--- src/rtl/mips_pkg.sv ---
// rtl/mips_pkg.sv - shared MIPS datapath constants and fetch-stage types
package mips_pkg;

   localparam logic [31:0] NOP_INST           = 32'h0000_0000;
   localparam int          WORD_BYTES         = 4;
   localparam logic [31:0] DEFAULT_RESET_PC   = 32'h0000_0000;
   localparam int          DEFAULT_IMEM_DEPTH = 32;

   typedef enum logic [1:0] {
      PC_SEQ,
      PC_HOLD,
      PC_BRANCH,
      PC_JUMP
   } pc_src_e;

   function automatic logic [31:0] word_align(input logic [31:0] addr);
      return {addr[31:2], 2'b00};
   endfunction

endpackage

--- src/rtl/pc_select.sv ---
// rtl/pc_select.sv - next-PC priority mux with redirect alignment and misalignment detect
module pc_select
   import mips_pkg::*;
(
   input  logic [31:0] pc_i,
   input  logic [31:0] pc_plus4_i,
   input  logic        stall_i,
   input  logic        branch_taken_i,
   input  logic [31:0] branch_target_i,
   input  logic        jump_i,
   input  logic [31:0] jump_target_i,
   output logic [31:0] next_pc_o,
   output logic        misaligned_o
);

   pc_src_e src;

   // Redirects outrank stall so a stalled pipe still follows a taken branch or jump.
   always_comb begin
      src = PC_SEQ;
      if (jump_i) begin
         src = PC_JUMP;
      end else if (branch_taken_i) begin
         src = PC_BRANCH;
      end else if (stall_i) begin
         src = PC_HOLD;
      end
   end

   always_comb begin
      next_pc_o    = pc_plus4_i;
      misaligned_o = 1'b0;
      case (src)
         PC_JUMP: begin
            next_pc_o    = word_align(jump_target_i);
            misaligned_o = (jump_target_i[1:0] != 2'b00);
         end
         PC_BRANCH: begin
            next_pc_o    = word_align(branch_target_i);
            misaligned_o = (branch_target_i[1:0] != 2'b00);
         end
         PC_HOLD: next_pc_o = pc_i;
         default: next_pc_o = pc_plus4_i;
      endcase
   end

endmodule

--- src/rtl/instruction_fetch_unit.sv ---
// rtl/instruction_fetch_unit.sv - MIPS IF stage: PC register, IF/ID register, fetch counter and fault flags
module instruction_fetch_unit
   import mips_pkg::*;
#(
   parameter logic [31:0] RESET_PC   = DEFAULT_RESET_PC,
   parameter int          IMEM_DEPTH = DEFAULT_IMEM_DEPTH
) (
   input  logic        clk,
   input  logic        rst_n,
   output logic [31:0] imem_pc,
   input  logic [31:0] imem_inst,
   input  logic        stall,
   input  logic        flush,
   input  logic        branch_taken,
   input  logic [31:0] branch_target,
   input  logic        jump,
   input  logic [31:0] jump_target,
   output logic [31:0] if_id_inst,
   output logic [31:0] if_id_pc_plus4,
   output logic        if_id_valid,
   output logic [31:0] fetch_count,
   output logic        misaligned,
   output logic        pc_oob
);

   localparam logic [31:0] DEPTH_W = 32'(IMEM_DEPTH);

   logic [31:0] pc_q, pc_d;
   logic [31:0] inst_q, inst_d;
   logic [31:0] pc_plus4_q, pc_plus4_d;
   logic        valid_q, valid_d;
   logic [31:0] count_q, count_d;
   logic        misaligned_q, misaligned_d;
   logic [31:0] pc_plus4;
   logic        redirect_misaligned;

   assign pc_plus4 = pc_q + 32'(WORD_BYTES);
   assign pc_oob   = ({2'b00, pc_q[31:2]} >= DEPTH_W);

   pc_select u_pc_select (
      .pc_i            (pc_q),
      .pc_plus4_i      (pc_plus4),
      .stall_i         (stall),
      .branch_taken_i  (branch_taken),
      .branch_target_i (branch_target),
      .jump_i          (jump),
      .jump_target_i   (jump_target),
      .next_pc_o       (pc_d),
      .misaligned_o    (redirect_misaligned)
   );

   // A redirect without flush still captures the current word: that is the delay slot.
   always_comb begin
      inst_d     = inst_q;
      pc_plus4_d = pc_plus4_q;
      valid_d    = valid_q;
      count_d    = count_q;
      if (flush) begin
         inst_d     = NOP_INST;
         pc_plus4_d = 32'h0;
         valid_d    = 1'b0;
      end else if (!stall) begin
         pc_plus4_d = pc_plus4;
         if (pc_oob) begin
            inst_d  = NOP_INST;
            valid_d = 1'b0;
         end else begin
            inst_d  = imem_inst;
            valid_d = 1'b1;
            count_d = count_q + 32'd1;
         end
      end
   end

   assign misaligned_d = misaligned_q | redirect_misaligned;

   always_ff @(posedge clk or negedge rst_n) begin
      if (!rst_n) begin
         pc_q         <= RESET_PC;
         inst_q       <= NOP_INST;
         pc_plus4_q   <= 32'h0;
         valid_q      <= 1'b0;
         count_q      <= 32'h0;
         misaligned_q <= 1'b0;
      end else begin
         pc_q         <= pc_d;
         inst_q       <= inst_d;
         pc_plus4_q   <= pc_plus4_d;
         valid_q      <= valid_d;
         count_q      <= count_d;
         misaligned_q <= misaligned_d;
      end
   end

   assign imem_pc        = pc_q;
   assign if_id_inst     = inst_q;
   assign if_id_pc_plus4 = pc_plus4_q;
   assign if_id_valid    = valid_q;
   assign fetch_count    = count_q;
   assign misaligned     = misaligned_q;

endmodule

--- config.mk ---
export PLATFORM = sky130hd
export DESIGN_NAME = instruction_fetch_unit
export DESIGN_NICKNAME = d
export VERILOG_FILES = /design/src/rtl/mips_pkg.sv /design/src/rtl/pc_select.sv /design/src/rtl/instruction_fetch_unit.sv
export SDC_FILE = /design/constraint.sdc
export NUM_CORES = 1
export LEC_CHECK = 0
export BUFFER_PORTS_ARGS = -buffer_cell sky130_fd_sc_hd__buf_2
export CAP_MARGIN = 0
export CORE_MARGIN = 5
export CORE_UTILIZATION = 45
export DETAILED_ROUTE_END_ITERATION = 10
export PLACE_DENSITY_LB_ADDON = 0.05
export SYNTH_ARGS = -nofsm -noshare
export SYNTH_HDL_FRONTEND = slang
export SYNTH_HIERARCHICAL = 1
export SYNTH_SLANG_ARGS = --single-unit
--- constraint.sdc ---
create_clock -name clk -period 1.93 [get_ports clk]
set_input_delay 0.193 -clock clk [delete_from_list [all_inputs] [get_ports clk]]
set_output_delay 0.193 -clock clk [all_outputs]
set_load 0.03 [all_outputs]
==> results of run 1 <==
-- flip-flops by register name, indices dropped and copies added (netlist names) --
signal	flops
if_id_inst	32
if_id_pc_plus4	32
imem_pc	32
fetch_count	32
misaligned	1
if_id_valid	1
-- cell usage after synthesis, types with 7 or more instances --
cell	number
dfrtp_1	130
a21oi_1	71
nand3_1	60
nand2_1	59
xnor2_1	51
o22ai_1	30
o22ai_2	30
nand4_1	28
clkbuf_1	23
o21a_1	23
nor2_1	16
and3_1	11
nor3_1	10
buf_2	7
inv_1	7
nand2b_1	7
xor2_1	7
-- critical path, stage by stage (launching register included) --
cell     delay, ns
dfrtp_2       0.43
nor4_4        0.28
nand4_2       0.20
nor2_4        0.18
buf_12        0.12
inv_2         0.03
buf_6         0.12
-- per-layer routing --
layer / global-route usage / up-vias / wire length (µm)
li1: - / 2868 / -
met1: 0.325 / 3013 / 8640
met2: 0.403 / 227 / 10100
met3: 0.0606 / 29 / 1610
met4: 0.0762 / 2 / 362
met5: 0 / - / 13
-- final cells by class --
cell class | count | area, µm²
Clock buffer | 24 | 502
Clock inverter | 8 | 124
Fill cell | 1252 | 5320
Inverter | 9 | 33.8
Multi-Input combinational cell | 455 | 3120
Sequential cell | 130 | 3270
Tap cell | 184 | 230
Timing Repair Buffer | 301 | 1770
-- through the flow --
stage / setup slack (ns) / instance area (µm²) / instances
floorplan: 0.00359 / 6540 / 638
global placement: 0.0305 / 8170 / 1066
detailed placement: 0.00141 / 8170 / 1066
CTS: -0.0602 / 8950 / 1109
global route: -0.141 / 9050 / 1111
finish: -0.0344 / 9050 / 1111
-- timing repair --
action                                  in CTS  in global routing
cloned                                       1                  0
gates resized for setup                      9                 15
setup buffers                                8                  2
hold buffers                                 2                  0
endpoints found under the hold margin       52                  0
pin swaps                                    5                 10
endpoints found under the setup margin       3                 57
-- final timing paths --
kind	from	depth (start not counted)	endpoint
max in group asynchronous	rst_n	3	imem_pc[7]
min in group asynchronous	rst_n	2	fetch_count[12]
worst max register to register	imem_pc[23]	6	fetch_count[1]
worst min register to register	misaligned	1	misaligned
worst max-delay path	imem_pc[9]	6	pc_oob
worst min-delay path	imem_inst[28]	3	if_id_inst[28]
-- kinds of logic after synthesis --
logic type                 count (synthesis)
and+or+nand+nor                          222
buffers and inverters                     53
xor gates and xnor gates                  58
DFF                                      130
adders and majority gates                  3
AOI/OAI and AO/OA                        165
muxes                                      7
-- cell usage in the layout (no fill, tap or decap), types with 16 or more instances in the layout --
cell type  instances
nor2_1            16
buf_2            230
o22ai_2           30
nand3_1           60
o21a_1            23
xnor2_1           47
o22ai_1           30
clkbuf_16         17
nand4_1           28
a21oi_1           66
nand2_1           59
buf_4             61
dfrtp_1          117
-- report_power, final --
group	switching, W	internal [W]	total [W]
registers	0.000105	0.00285	0.00295
logic	0.000823	0.000499	0.00132
clock network	0.00119	0.00220	0.00339
==> summary.md, run 1 <==
| Metric | Value |
|---|---|
| Outcome | complete, but fails checks |
| Violated checks | setup timing |
| Top-area cell type share of the netlist area | 0.499 |
| Crit start category | register |
| TritonCTS clock tree | done |
| Final Max Slew Viols | 0 |
| CP Max Fanout | 3 |
| Max-Cap Viols | 0 |
| Clk slew on worst S/H paths | 0.06 ns |
| Pin count of the biggest net entering global routing | 57 |
| Setup_tns | -0.0700 ns |
| Synth area leader | dfrtp_1 |
| Seq/Total Area, Yosys | 0.499 |
| Worst-Margin Slew | 0.604 ns |
| Total GRT Usage | 0.247 |
| LEAKAGE | 4.30 nW |
| Worst Skew | 0.0102 ns |
| HPWL Detailed | 14600 µm |
| CTS sink count | 130 |
| Unrepaired setup endpoints after global routing | yes |
| CP endpoint kind | output port |
| Layout Utilization | 0.630 |
| EDFF count, synth | 0 |
| Detailed-route via count | 6139 |
| Initial antenna violation count | 1 |
| First drt pass iteration count | 4 |
| R2r setup slk | -0.03 ns |
| 1st-iter DRT viols | 301 |
| Share of layout cells above drive strength 1 | 0.438 |
| Post-synthesis mux area share | 0.0109 |
| CTS root buf | clkbuf_16 |
| Core Region | 0.0144 mm² |
| Antenna Cells | 0 |
| Placer Congestion | 0.860 |
| First-pass GRT wire length | 32700 µm |
| Layout Area Growth over Synthesis | 38.8% |
| Fmax | 509 MHz |
| Ys async rst share | 1.00 |
| Nets | 1019 |
| Setup ws final | -0.0344 ns |
| CTS max path bufs | 2 |
| Drt drc | 0 |
| Synth Area in Adders | 0.00576 |
| H-tree depth | 4 |
| Final min period | 1.96 ns |
| Final period util | 1.02 |
| Final hold viol count | 0 |
| I/O Pins | 233 |
| CTS buffer count | 17 |
| Wire per inst | 18.6 µm |
| Final wirelength | 20700 µm |
| Peak VDD IR | 0.624 mV |
| Post-synthesis compound-gate area fraction | 0.181 |
| Die Y | 130 µm |
| PortBufs | 232 |
| XOR/XNOR share of the synthesized area | 0.0780 |
| Final setup violation count | 3 |
| Power Total | 0.00767 W |
| Avg Vias per Cell | 5.53 |
| Core Rows | 44 |
| Mapped cell area | 0.00652 mm² |
| Initial Utilization | 0.454 |
| Synth area leaders | dfrtp_1 50%, xnor2_1 6.9%, o22ai_2 5.8% |
| Power per cell area | 847 mW/mm² |
| Die area | 0.0170 mm² |
| Max-slew headroom | 0.597 |
| Final hold slack | 0.0189 ns |
| Die Wd | 130 µm |
| Global route overflow | 0 |
| Clock latency on the worst-skew pair | 0.42 ns |
| Synthesized area per cell | 10.2 µm² |
| Worst Hold Class | in2reg |
| Crit path DAT | 1.77 ns |
| Vias in the first global route | 6212 |
| Count of cell types in the netlist | 42 |
| CP Class | reg2out |
| Synth Register Bits | 130 |
| Simple-gate share of the synthesized area | 0.185 |
| Top_reg_cell synth | dfrtp_1 |
| Largest family of logic cells by synthesized area | simple AND/OR/NAND/NOR gates |
| Post-detailed-route count of antenna-violating nets | 0 |
| Worst path required time | 1.74 ns |
| Syn Nets | 743 |
| Synth Instances | 638 |
| Yosys Warn Count | 6 |
No activity file was read; power rests on OpenSTA's default activity.
==> run 2: changes to the inputs <==
--- a/config.mk
+++ b/config.mk
@@ -7,7 +7,7 @@
 export LEC_CHECK = 0
 export BUFFER_PORTS_ARGS = -buffer_cell sky130_fd_sc_hd__buf_2
 export CAP_MARGIN = 0
-export CORE_MARGIN = 5
+export CORE_MARGIN = 10
 export CORE_UTILIZATION = 45
 export DETAILED_ROUTE_END_ITERATION = 10
 export PLACE_DENSITY_LB_ADDON = 0.05
==> summary.md, run 2 (synthesis results as in run 1) <==
| Metric | Value |
|---|---|
| Final Max Slew Viols | 0 |
| Antenna Cells | 0 |
| First drt pass iteration count | 5 |
| Register area | 0.00327 mm² |
| Initial antenna violation count | 1 |
| Core Region | 0.0140 mm² |
| Unrepaired setup endpoints after global routing | yes |
| Clock latency on the worst-skew pair | 0.42 ns |
| 1st-iter DRT viols | 370 |
| Worst-Margin Slew | 0.640 ns |
| Commonest non-fill, non-tap cell in the layout | buf_2 |
| Die Wd | 140 µm |
| Placed cell area | 0.00818 mm² |
| Die Y | 140 µm |
| H-tree depth | 4 |
| Final period util | 1.03 |
| Share of layout cells above drive strength 1 | 0.455 |
| CTS buffer count | 17 |
| Layout Area Growth over Synthesis | 39.3% |
| Post-detailed-route count of antenna-violating nets | 0 |
| Worst Skew | 0.00632 ns |
| Max-slew headroom | 0.573 |
| Final wirelength | 22100 µm |
| Detailed-route via count | 6133 |
| Clk slew on worst S/H paths | 0.05 ns |
| Global route overflow | 0 |
| Drt drc | 0 |
| CTS root buf | clkbuf_16 |
| Final hold viol count | 0 |
| Setup ws final | -0.0558 ns |
| # fillers | 1199 |
| First-pass GRT wire length | 35100 µm |
| Crit start category | register |
| Wire per inst | 20.1 µm |
| Die area | 0.0197 mm² |
| CP Class | reg2out |
| Power per cell area | 802 mW/mm² |
| Placer Congestion | 0.856 |
| Total GRT Usage | 0.218 |
| Area of the multi-input gates | 0.00324 mm² |
| HPWL Detailed | 15800 µm |
| Vias in the first global route | 6495 |
| CP endpoint kind | output port |
| I/O Pins | 233 |
| Setup_tns | -0.0979 ns |
| CP Max Fanout | 2 |
| Peak VDD IR | 0.590 mV |
| PortBufs | 232 |
| Initial Utilization | 0.464 |
| Outcome | complete, but fails checks |
| Fmax | 504 MHz |
| Design Area, Final | 0.00908 mm² |
| LEAKAGE | 4.32 nW |
| Crit path DAT | 1.79 ns |
| Final setup violation count | 3 |
| CTS sink count | 130 |
| Avg Vias per Cell | 5.57 |
| Violated checks | setup timing |
| Final min period | 1.99 ns |
| Pin count of the biggest net entering global routing | 57 |
| Nets | 1016 |
| Commonest cells after routing, fill and taps aside | 230 x buf_2, 116 x dfrtp_1, 61 x a21oi_1 |
| CTS max path bufs | 2 |
| Worst Hold Class | in2reg |
| Core Rows | 43 |
| Worst path required time | 1.74 ns |
| TritonCTS clock tree | done |
| Max-Cap Viols | 0 |
## run 2: cell types whose count changed in the layout (fill, tap and decap cells not counted), sizes merged
cell         change
buf              -2
bufinv           -2
clkbuf           -1
clkinv           +1
clkinvlp         -1
dlygate4sd3      -1
## run 2: per-stage QoR
stage / util / setup WS (ns) / total power (W) / std cells / hold slack [ns]
6_report: 0.646 / -0.0558 / 0.00728 / 1101 / 0.0187
5_1_grt: 0.646 / -0.109 / 0.00757 / 1101 / 0.0132
4_1_cts: 0.630 / -0.0903 / 0.00728 / 1099 / 0.00843
3_5_place_dp: 0.583 / -0.0140 / 0.00428 / 1063 / 0.201
3_3_place_gp: 0.583 / 0.0365 / 0.00427 / 1063 / 0.198
2_1_floorplan: - / 0.00359 / 0.00371 / 638 / -0.103
## run 2: timing repair
item / in CTS / in global routing
setup endpoints to repair: 6 / 77
hold buffers: 1 / 0
hold endpoints to repair: 52 / 0
resized for setup: 10 / 41
cloned: 1 / 0
buffers inserted: 5 / 2
pin swaps: 4 / 17
## run 2: path summary, 6_finish.rpt
path                                     from               to  slack [ns]  cells after the start
max in group asynchronous               rst_n       imem_pc[7]        0.93                      3
min in group asynchronous               rst_n  fetch_count[15]        0.30                      2
worst max register to register    imem_pc[14]   fetch_count[2]       -0.03                      8
worst min-delay path            imem_inst[16]   if_id_inst[16]        0.02                      3
worst max-delay path              imem_pc[14]           pc_oob       -0.06                      6
worst min register to register     misaligned       misaligned        0.46                      1
## run 2: final cells by class
cell class / instances / share of cell area
Tap cell: 180 / 0.0248
Timing Repair Buffer: 298 / 0.195
Inverter: 9 / 0.00400
Clock buffer: 23 / 0.0527
Multi-Input combinational cell: 455 / 0.357
Sequential cell: 130 / 0.360
Clock inverter: 6 / 0.00634
## run 2: worst max-delay path, cell delays in order (launching register included)
cell and delay [ns]:
dfrtp_2 0.41, nor4_2 0.36, nand4_4 0.19, nor2_4 0.15, buf_12 0.12, inv_4 0.02, buf_6 0.12
## run 2: layer usage
metal	global-route usage	vias to the layer above	wire (µm)
li1	-	2858	-
met1	0.260	3013	9160
met2	0.363	225	10800
met3	0.0740	35	1710
met4	0.0707	2	429
met5	0	-	13
## run 2: report_power, final
group          leakage [nW]  switching [W]  internal, W
Clock                 0.265        0.00113      0.00184
Combinational          2.37       0.000849     0.000509
Sequential             1.69       0.000105      0.00285
